### src/rtl/pir_stim_seq.sv
// -----------------------------------------------------------------------------
// pir_stim_seq
//
// Stimulus-and-check sequencer for the motion-detection alarm core. For each
// channel step it waits a delay, pulses one PIR sensor line, waits for the
// core's alarm and acknowledges it with a stop_alarm pulse. A channel whose
// alarm does not arrive within the timeout is flagged in miss_mask and its
// acknowledge is skipped.
//
// Ports:
//   clk        in   1     system clock, rising edge
//   rst_n      in   1     synchronous active-low reset
//   start      in   1     begin a run (honoured only in IDLE or DONE)
//   alarm_in   in   1     alarm level from the core (latched until ack)
//   pir_sensor out  N_CH  one-hot sensor stimulus
//   stop_alarm out  1     alarm acknowledge pulse
//   busy       out  1     run in progress
//   done       out  1     run complete, held until the next start
//   miss_mask  out  N_CH  sticky per-channel missed-alarm flags
//
// Optional feature macro: PIR_STIM_LFSR_EN
//   Defined   : channel order from a 16-bit Fibonacci LFSR (taps 16,14,13,11,
//               seed 16'hACE1), delay lengthened by lfsr[3:0].
//   Undefined : sequential channels and fixed delay; no LFSR logic exists.
// -----------------------------------------------------------------------------
module pir_stim_seq #(
    parameter int N_CH          = 3,
    parameter int START_DELAY   = 5,
    parameter int PULSE_LEN     = 2,
    parameter int ALARM_TIMEOUT = 8,
    parameter int ACK_DELAY     = 3,
    parameter int ACK_LEN       = 2,
    parameter int ROUNDS        = 1
) (
    input  logic            clk,
    input  logic            rst_n,
    input  logic            start,
    input  logic            alarm_in,
    output logic [N_CH-1:0] pir_sensor,
    output logic            stop_alarm,
    output logic            busy,
    output logic            done,
    output logic [N_CH-1:0] miss_mask
);

`ifdef PIR_STIM_LFSR_EN
    localparam int DELAY_MAX = START_DELAY + 15;
`else
    localparam int DELAY_MAX = START_DELAY;
`endif

    function automatic int max2(input int a, input int b);
        return (a > b) ? a : b;
    endfunction

    localparam int MAX_P = max2(max2(max2(DELAY_MAX, PULSE_LEN),
                                     max2(ALARM_TIMEOUT, ACK_DELAY)), ACK_LEN);
    localparam int CNT_W = $clog2(MAX_P + 1);
    localparam int CH_W  = (N_CH > 1) ? $clog2(N_CH) : 1;
    localparam int RND_W = $clog2(ROUNDS + 1);

    typedef enum logic [2:0] {
        IDLE, DELAY, PULSE, WAIT_ALARM, ACK_GAP, ACK, NEXT, DONE
    } state_t;

    state_t            state_q, state_d;
    logic [CNT_W-1:0]  cnt_q, cnt_d;
    logic [CH_W-1:0]   step_q, step_d;
    logic [RND_W-1:0]  round_q, round_d;
    logic [N_CH-1:0]   pir_q, pir_d;
    logic              stop_q, stop_d;
    logic              busy_q, busy_d;
    logic              done_q, done_d;
    logic [N_CH-1:0]   miss_q, miss_d;

    logic [CH_W-1:0]   ch;          // channel served by the current step
    logic [N_CH-1:0]   ch_onehot;
    logic [CNT_W-1:0]  delay_last;  // final count value of DELAY

`ifdef PIR_STIM_LFSR_EN
    localparam logic [15:0] LFSR_SEED = 16'hACE1;
    logic [15:0] lfsr_q, lfsr_d;
    logic        lfsr_fb;

    assign lfsr_fb    = lfsr_q[15] ^ lfsr_q[13] ^ lfsr_q[12] ^ lfsr_q[10];
    assign ch         = CH_W'(lfsr_q % 16'(N_CH));
    assign delay_last = CNT_W'(START_DELAY - 1) + CNT_W'(lfsr_q[3:0]);
`else
    assign ch         = step_q;
    assign delay_last = CNT_W'(START_DELAY - 1);
`endif

    generate
        for (genvar gi = 0; gi < N_CH; gi++) begin : g_onehot
            assign ch_onehot[gi] = (ch == CH_W'(gi));
        end
    endgenerate

    always_comb begin
        state_d = state_q;
        cnt_d   = cnt_q;
        step_d  = step_q;
        round_d = round_q;
        miss_d  = miss_q;
`ifdef PIR_STIM_LFSR_EN
        lfsr_d  = lfsr_q;
`endif
        case (state_q)
            IDLE, DONE: begin
                if (start) begin
                    state_d = DELAY;
                    cnt_d   = '0;
                    step_d  = '0;
                    round_d = '0;
                    miss_d  = '0;
`ifdef PIR_STIM_LFSR_EN
                    lfsr_d  = LFSR_SEED;
`endif
                end
            end
            DELAY: begin
                if (cnt_q == delay_last) begin
                    state_d = PULSE;
                    cnt_d   = '0;
                end else begin
                    cnt_d = cnt_q + CNT_W'(1);
                end
            end
            PULSE: begin
                if (cnt_q == CNT_W'(PULSE_LEN - 1)) begin
                    state_d = WAIT_ALARM;
                    cnt_d   = '0;
                end else begin
                    cnt_d = cnt_q + CNT_W'(1);
                end
            end
            WAIT_ALARM: begin
                if (alarm_in) begin
                    state_d = ACK_GAP;
                    cnt_d   = '0;
                end else if (cnt_q == CNT_W'(ALARM_TIMEOUT - 1)) begin
                    // No alarm: flag the channel and skip the acknowledge.
                    state_d = NEXT;
                    cnt_d   = '0;
                    miss_d  = miss_q | ch_onehot;
                end else begin
                    cnt_d = cnt_q + CNT_W'(1);
                end
            end
            ACK_GAP: begin
                if (cnt_q == CNT_W'(ACK_DELAY - 1)) begin
                    state_d = ACK;
                    cnt_d   = '0;
                end else begin
                    cnt_d = cnt_q + CNT_W'(1);
                end
            end
            ACK: begin
                if (cnt_q == CNT_W'(ACK_LEN - 1)) begin
                    state_d = NEXT;
                    cnt_d   = '0;
                end else begin
                    cnt_d = cnt_q + CNT_W'(1);
                end
            end
            NEXT: begin
                cnt_d = '0;
`ifdef PIR_STIM_LFSR_EN
                lfsr_d = {lfsr_q[14:0], lfsr_fb};
`endif
                if (step_q == CH_W'(N_CH - 1)) begin
                    step_d  = '0;
                    round_d = round_q + RND_W'(1);
                    state_d = (round_q == RND_W'(ROUNDS - 1)) ? DONE : DELAY;
                end else begin
                    step_d  = step_q + CH_W'(1);
                    state_d = DELAY;
                end
            end
            default: state_d = IDLE;
        endcase

        // Outputs are registered from the next state so they line up with it.
        pir_d  = (state_d == PULSE) ? ch_onehot : '0;
        stop_d = (state_d == ACK);
        busy_d = (state_d != IDLE) && (state_d != DONE);
        done_d = (state_d == DONE);
    end

    always_ff @(posedge clk) begin
        if (!rst_n) begin
            state_q <= IDLE;
            cnt_q   <= '0;
            step_q  <= '0;
            round_q <= '0;
            pir_q   <= '0;
            stop_q  <= 1'b0;
            busy_q  <= 1'b0;
            done_q  <= 1'b0;
            miss_q  <= '0;
`ifdef PIR_STIM_LFSR_EN
            lfsr_q  <= LFSR_SEED;
`endif
        end else begin
            state_q <= state_d;
            cnt_q   <= cnt_d;
            step_q  <= step_d;
            round_q <= round_d;
            pir_q   <= pir_d;
            stop_q  <= stop_d;
            busy_q  <= busy_d;
            done_q  <= done_d;
            miss_q  <= miss_d;
`ifdef PIR_STIM_LFSR_EN
            lfsr_q  <= lfsr_d;
`endif
        end
    end

    assign pir_sensor = pir_q;
    assign stop_alarm = stop_q;
    assign busy       = busy_q;
    assign done       = done_q;
    assign miss_mask  = miss_q;

endmodule
### config.mk
export PLATFORM = sky130hd
export DESIGN_NAME = pir_stim_seq
export DESIGN_NICKNAME = d
export VERILOG_FILES = /design/src/rtl/pir_stim_seq.sv
export SDC_FILE = /design/constraint.sdc
export NUM_CORES = 1
export LEC_CHECK = 0
export CAP_MARGIN = 10
export CELL_PAD_IN_SITES_DETAIL_PLACEMENT = 1
export CELL_PAD_IN_SITES_GLOBAL_PLACEMENT = 2
export CORE_MARGIN = 1.5
export CORE_UTILIZATION = 28
export DETAILED_ROUTE_END_ITERATION = 7
export PLACE_DENSITY_LB_ADDON = 0.25
export SYNTH_ARGS = -nofsm -noshare
export SYNTH_HDL_FRONTEND = slang
export SYNTH_SLANG_ARGS = --single-unit
### constraint.sdc
create_clock -name clk -period 2.45 [get_ports clk]
set_clock_uncertainty 0.05 [all_clocks]
set_input_delay 0.245 -clock clk [delete_from_list [all_inputs] [get_ports clk]]
set_output_delay 0.245 -clock clk [all_outputs]
set_load 0.03 [all_outputs]
==> results of run 1 <==
## registers in the layout, indices dropped and copies added (netlist names)
signal / cells
busy: 1
ch: 2
miss_mask: 3
stop_alarm: 1
state_q: 3
round_q: 1
cnt_q: 4
pir_sensor: 3
done: 1
## layer usage
layer	global-route usage (%)	wire [um]	vias up
li1	-	-	513
met1	17.5	1320	493
met2	27.8	1610	11
met3	3.60	66	2
met4	3.13	18	0
met5	0	0	-
## placed cells by master, fill, tap and decap left out, drive strengths merged, types with 2 or more instances in the layout
master,count
nor3,7
dfxtp,19
and2,3
nor2b,6
ha,4
nor2,17
a22oi,2
o32a,2
o21ai,7
a21oi,7
nand2,11
clkbuf,4
nand2b,3
a31oi,3
or3b,2
inv,5
nand3b,3
or2,2
nor4,4
and3,4
clkdlybuf4s50,12
a311oi,2
## kinds of logic after synthesis
logic type / share of synthesized area (%)
AND/OR/NAND/NOR: 33.4
AO/OA/AOI/OAI: 21.1
flip-flops: 34.5
buffers and inverters: 5.45
adder cells (fa/ha/maj): 4.54
multiplexers: 1.02
## how the worst max path moves through the flow
stage                               endpoint  slack, ps
floorplan              stop_alarm$_SDFF_PN0_        670
global placement             done$_SDFF_PN0_        360
detailed placement     cnt_q[3]$_SDFFE_PN0N_        350
CTS                    cnt_q[3]$_SDFFE_PN0N_        320
global route        pir_sensor[0]$_SDFF_PN0_        140
finish                 cnt_q[3]$_SDFFE_PN0N_        320
## metrics by stage
step / power (W) / cell area (sq um) / worst slack, ps / hold WS [ps]
finish: 0.000626 / 1290 / 317 / 428
global route: 0.000653 / 1290 / 138 / 467
CTS: 0.000633 / 1290 / 324 / 437
detailed placement: 0.000406 / 1250 / 353 / 413
global placement: 0.000405 / 1250 / 361 / 405
floorplan: 0.000382 / 1100 / 668 / 337
## worst max-delay path, cell delays in order (launching register included)
cell	delay (ps)
dfxtp_1	740
inv_1	140
a2111oi_0	580
a311oi_1	180
a311oi_1	340
## power by group
part           internal, W  switching [W]  leakage, nW   total, W
registers         0.000314      0.0000102        0.154   0.000325
logic            0.0000321      0.0000419        0.274  0.0000740
clock network     0.000116       0.000112       0.0228   0.000228
total             0.000462       0.000164        0.451   0.000626
## area by class of cell
cell class	count	area [sq um]
repair buffers	13	128
multi-input cells	105	662
inverters	5	18.8
flip-flops and latches	19	380
well taps	48	60.1
clock buffers	4	45.0
fillers	466	2420
==> results.ini, run 1 <==
[run_status]
status = complete, no violations

[setup_path]
end_kind = flop
worst_setup_path_start_kind = flop
timing.rr.end = cnt_q[3]$_SDFFE_PN0N_
worstPathArrival_ps = 2240
reg2reg_from = state_q[0]$_SDFF_PN0_
worstSetupStartpoint = state_q[0]$_SDFF_PN0_
worst-path-max-fanout = 20
r2r_setup_slack_ps = 320
ff2ff_path_depth = 4
worstPathRequired_ps = 2560
worstSetupPathType = flop to flop

[sta]
fin_crit_ps = 2130
rsz0062_at_grt = false
setup_viol = 0
maxSlewHeadroom_pct = 57.3
slew_viol_final = 0
fin_tns_setup_ps = 0
max_freq_mhz = 469
post-route-period-util_pct = 87.1
tightest_slew_ps = 624
final-hold-violation-count = 0

[flow_run]
drv_cap = 0

[yosys]
synth_common_cells = 19 x dfxtp_1, 17 x nor2_1, 11 x nand2_1
async_reset_ff_share_pct = 0
yosysUniqueCellTypes = 41
synth.most_common_cell = dfxtp_1
synth.avg_cell_area_sq_um = 8.05
synth_edf_count = 0
syn-num-nets = 145
yosysWarnings = 0
seq_area_frac_synth_pct = 34.5
synth-seq-cells = 19
synth_area_sq_um = 1100
yosysTopAreaCell = dfxtp_1
synth-main-ff-cell = dfxtp_1
syn-instance-count = 137
synth.top_cell.area_share_pct = 34.5
synthTopCellsByArea = dfxtp_1 35%, nor2_1 5.8%, ha_1 4.5%

[hold_path]
hold_class = flop to flop
whs_path_depth = 2
worstHoldStart = miss_mask[1]$_SDFFE_PN0P_
hold_end = miss_mask[1]$_SDFFE_PN0P_

[power]
powerDensity_nw_per_um2 = 484
worst_ir_drop_vdd_mv = 0.211
power_leakage_nw = 0.451

[clocking]
clk_pin_slew_worst_paths_ps = 80
clk_path_buf_depth = 2
cts_hold_buf = 0
htreeDepth = 1
numCtsBuffers = 3
cts_tree = done
root_buffer = clkbuf_8
cts.sinks = 19
clk_latency_ps = 260
post_cts_buffers = 0
cts_resized = 0

[floorplanning]
std_cell_rows = 22
die-area_sq_um = 4320
die_x_um = 65.7
fp.dieH_um = 65.7
start_util_pct = 29.7
core_area_sq_um = 3720
ios = 13

[global_routing]
gr-usage-all-layers_pct = 15.1
grt_max_degree = 21
antenna_found_initial = 0
grt_pass1_vias = 1031
overflow = 0
grt_pass1_wl_um = 4970

[placed_design]
gp_congestion = 0.746
dp_hpwl_um = 2270
port_buffers = 12
placedCellCount = 190

[detailed_routing]
vias_per_cell = 5.25
routedWlPerCell_um = 15.5
first_pass_iters = 4
drt_iter0_markers = 51
via_count = 1019
route.detailed.drc = 0
postRouteAntennaNets = 0
wirelength_um = 3020

[layout]
nets = 155
drive_gt1_share_pct = 6.16
syn2layout_area_growth_pct = 17.4
n_antenna_cell = 0
final_util_pct = 34.8
instances_no_fill = 194

No activity file was read; power rests on OpenSTA's default activity.
==> inputs of run 2 (changes only) <==
Settings changed: RECOVER_POWER from default to 50.
==> run 2 against run 1 <==
Combinational power is 1% lower. Clock power hardly changed. Flip-flop and latch count stayed put. Register-to-register slack hardly changed. Total power is 0.14% lower. Wire length is 0.43% lower. Highest routed layer unchanged. Setup slack worse by 13 ps. Count of clock-buffer cells in the layout stayed put. Non-clock buffer count stayed put. First-iteration DRC count stayed put.
==> results.ini, run 2 (same netlist as run 1, synthesis figures left out) <==
[run_status]
status = complete, no violations

[hold_path]
hold_class = flop to flop
whs_path_depth = 2  ; unchanged

[clocking]
clk_pin_slew_worst_paths_ps = 80  ; about the same
numCtsBuffers = 3  ; unchanged
post_cts_buffers = 0  ; unchanged
cts_hold_buf = 0  ; unchanged
clk_latency_ps = 260  ; about the same
cts_resized = 0  ; unchanged
cts.sinks = 19  ; unchanged
htreeDepth = 1  ; unchanged
clk_path_buf_depth = 2  ; unchanged
cts_tree = done
root_buffer = clkbuf_8

[setup_path]
worstPathRequired_ps = 2560  ; about the same
end_kind = flop
worst_setup_path_start_kind = flop
ff2ff_path_depth = 4  ; unchanged
worst-path-max-fanout = 20  ; unchanged
worstSetupPathType = flop to flop
worstPathArrival_ps = 2260  ; +20 ps

[sta]
final-hold-violation-count = 0  ; unchanged
whs_ps = 423  ; -5.78 ps
rsz0062_at_grt = false
maxSlewHeadroom_pct = 57.2  ; -0.13 points
fin_tns_setup_ps = 0  ; unchanged
setup_viol = 0  ; unchanged
tightest_slew_ps = 626  ; +1.95 ps
post-route-period-util_pct = 87.6  ; +0.53 points
slew_viol_final = 0  ; unchanged
fin_crit_ps = 2150  ; +13.1 ps
max_freq_mhz = 466  ; -0.61%

[global_routing]
gr-usage-all-layers_pct = 15.1  ; unchanged
grt_pass1_vias = 1031  ; unchanged
grt_pass1_wl_um = 4970  ; unchanged
antenna_found_initial = 0  ; unchanged
grt_max_degree = 21  ; unchanged
overflow = 0  ; unchanged

[floorplanning]
std_cell_rows = 22  ; unchanged
die-area_sq_um = 4320  ; unchanged
core_area_sq_um = 3720  ; unchanged
fp.dieH_um = 65.7  ; unchanged
die_x_um = 65.7  ; unchanged
start_util_pct = 29.7  ; unchanged
ios = 13  ; unchanged

[detailed_routing]
postRouteAntennaNets = 0  ; unchanged
wirelength_um = 3000  ; -0.43%
vias_per_cell = 5.21  ; -0.79%
drt_iter0_markers = 51  ; unchanged
first_pass_iters = 4  ; unchanged
routedWlPerCell_um = 15.5  ; -0.43%
via_count = 1011  ; -0.79%
route.detailed.drc = 0  ; unchanged

[flow_run]
drv_cap = 0  ; unchanged

[power]
powerDensity_nw_per_um2 = 484  ; -0.14%
worst_ir_drop_vdd_mv = 0.211  ; about the same
power_leakage_nw = 0.479  ; +6.2%

[layout]
n_antenna_cell = 0  ; unchanged
largest_register_ffs = 4  ; unchanged
final_area_sq_um = 1290  ; unchanged
final_util_pct = 34.8  ; unchanged
drive_gt1_share_pct = 6.16  ; unchanged
layout_commonest_cell = dfxtp_1
nets = 155  ; unchanged
final_cell_mix = 19 x dfxtp_1, 17 x nor2_1, 11 x nand2_1, 9 x dlygate4sd3_1
top_register = cnt_q
syn2layout_area_growth_pct = 17.4  ; unchanged

[placed_design]
port_buffers = 12  ; unchanged
placed_area_sq_um = 1250  ; unchanged
dp_hpwl_um = 2270  ; unchanged
gp_congestion = 0.746  ; unchanged

## run 2: cell count changes in the layout (fill, tap and decap cells not counted), sizes merged
cell | before | now
clkdlybuf4s50 | 12 | 3
dlygate4sd3 | 0 | 9
## run 2: layout make-up
cell class                      instances  area, sq um
Clock buffer                            4         45.0
Multi-Input combinational cell        105          662
Fill cell                             466         2420
Tap cell                               48         60.1
Sequential cell                        19          380
Timing Repair Buffer                   13          128
Inverter                                5         18.8
## run 2: per-stage QoR
stage / cells / total power (W) / setup WS, ps
after global placement: 190 / 0.000405 / 361
after CTS: 194 / 0.000633 / 324
after global routing: 194 / 0.000652 / 138
after floorplan: 137 / 0.000382 / 668
after detailed placement: 190 / 0.000406 / 353
final: 194 / 0.000626 / 304
## run 2: routing by layer
layer / GRT usage [%] / wire length (um) / vias to the layer above
met5: 0 / 0 / -
met4: 3.13 / 18 / 0
met1: 17.5 / 1320 / 483
met3: 3.60 / 66 / 2
met2: 27.8 / 1600 / 11
li1: - / - / 515
## run 2: final timing paths
| check | from | to | slack [ps] |
|---|---|---|---|
| max | state_q[0]$_SDFF_PN0_ | cnt_q[3]$_SDFFE_PN0N_ | 300 |
| max reg2reg | state_q[0]$_SDFF_PN0_ | cnt_q[3]$_SDFFE_PN0N_ | 300 |
| min | miss_mask[1]$_SDFFE_PN0P_ | miss_mask[1]$_SDFFE_PN0P_ | 420 |
| min reg2reg | miss_mask[1]$_SDFFE_PN0P_ | miss_mask[1]$_SDFFE_PN0P_ | 420 |
## run 2: report_power, final
| group | total [W] | internal (W) | leakage (nW) | switching, W |
|---|---|---|---|---|
| clock network | 0.000228 | 0.000116 | 0.0228 | 0.000112 |
| registers | 0.000325 | 0.000314 | 0.154 | 0.0000101 |
| logic | 0.0000732 | 0.0000313 | 0.302 | 0.0000419 |
| total | 0.000626 | 0.000462 | 0.479 | 0.000164 |
## run 2: critical path, stage by stage, from the launching register on
cell and delay (ps):
dfxtp_1 750, inv_1 150, a2111oi_0 580, a311oi_1 180, a311oi_1 330
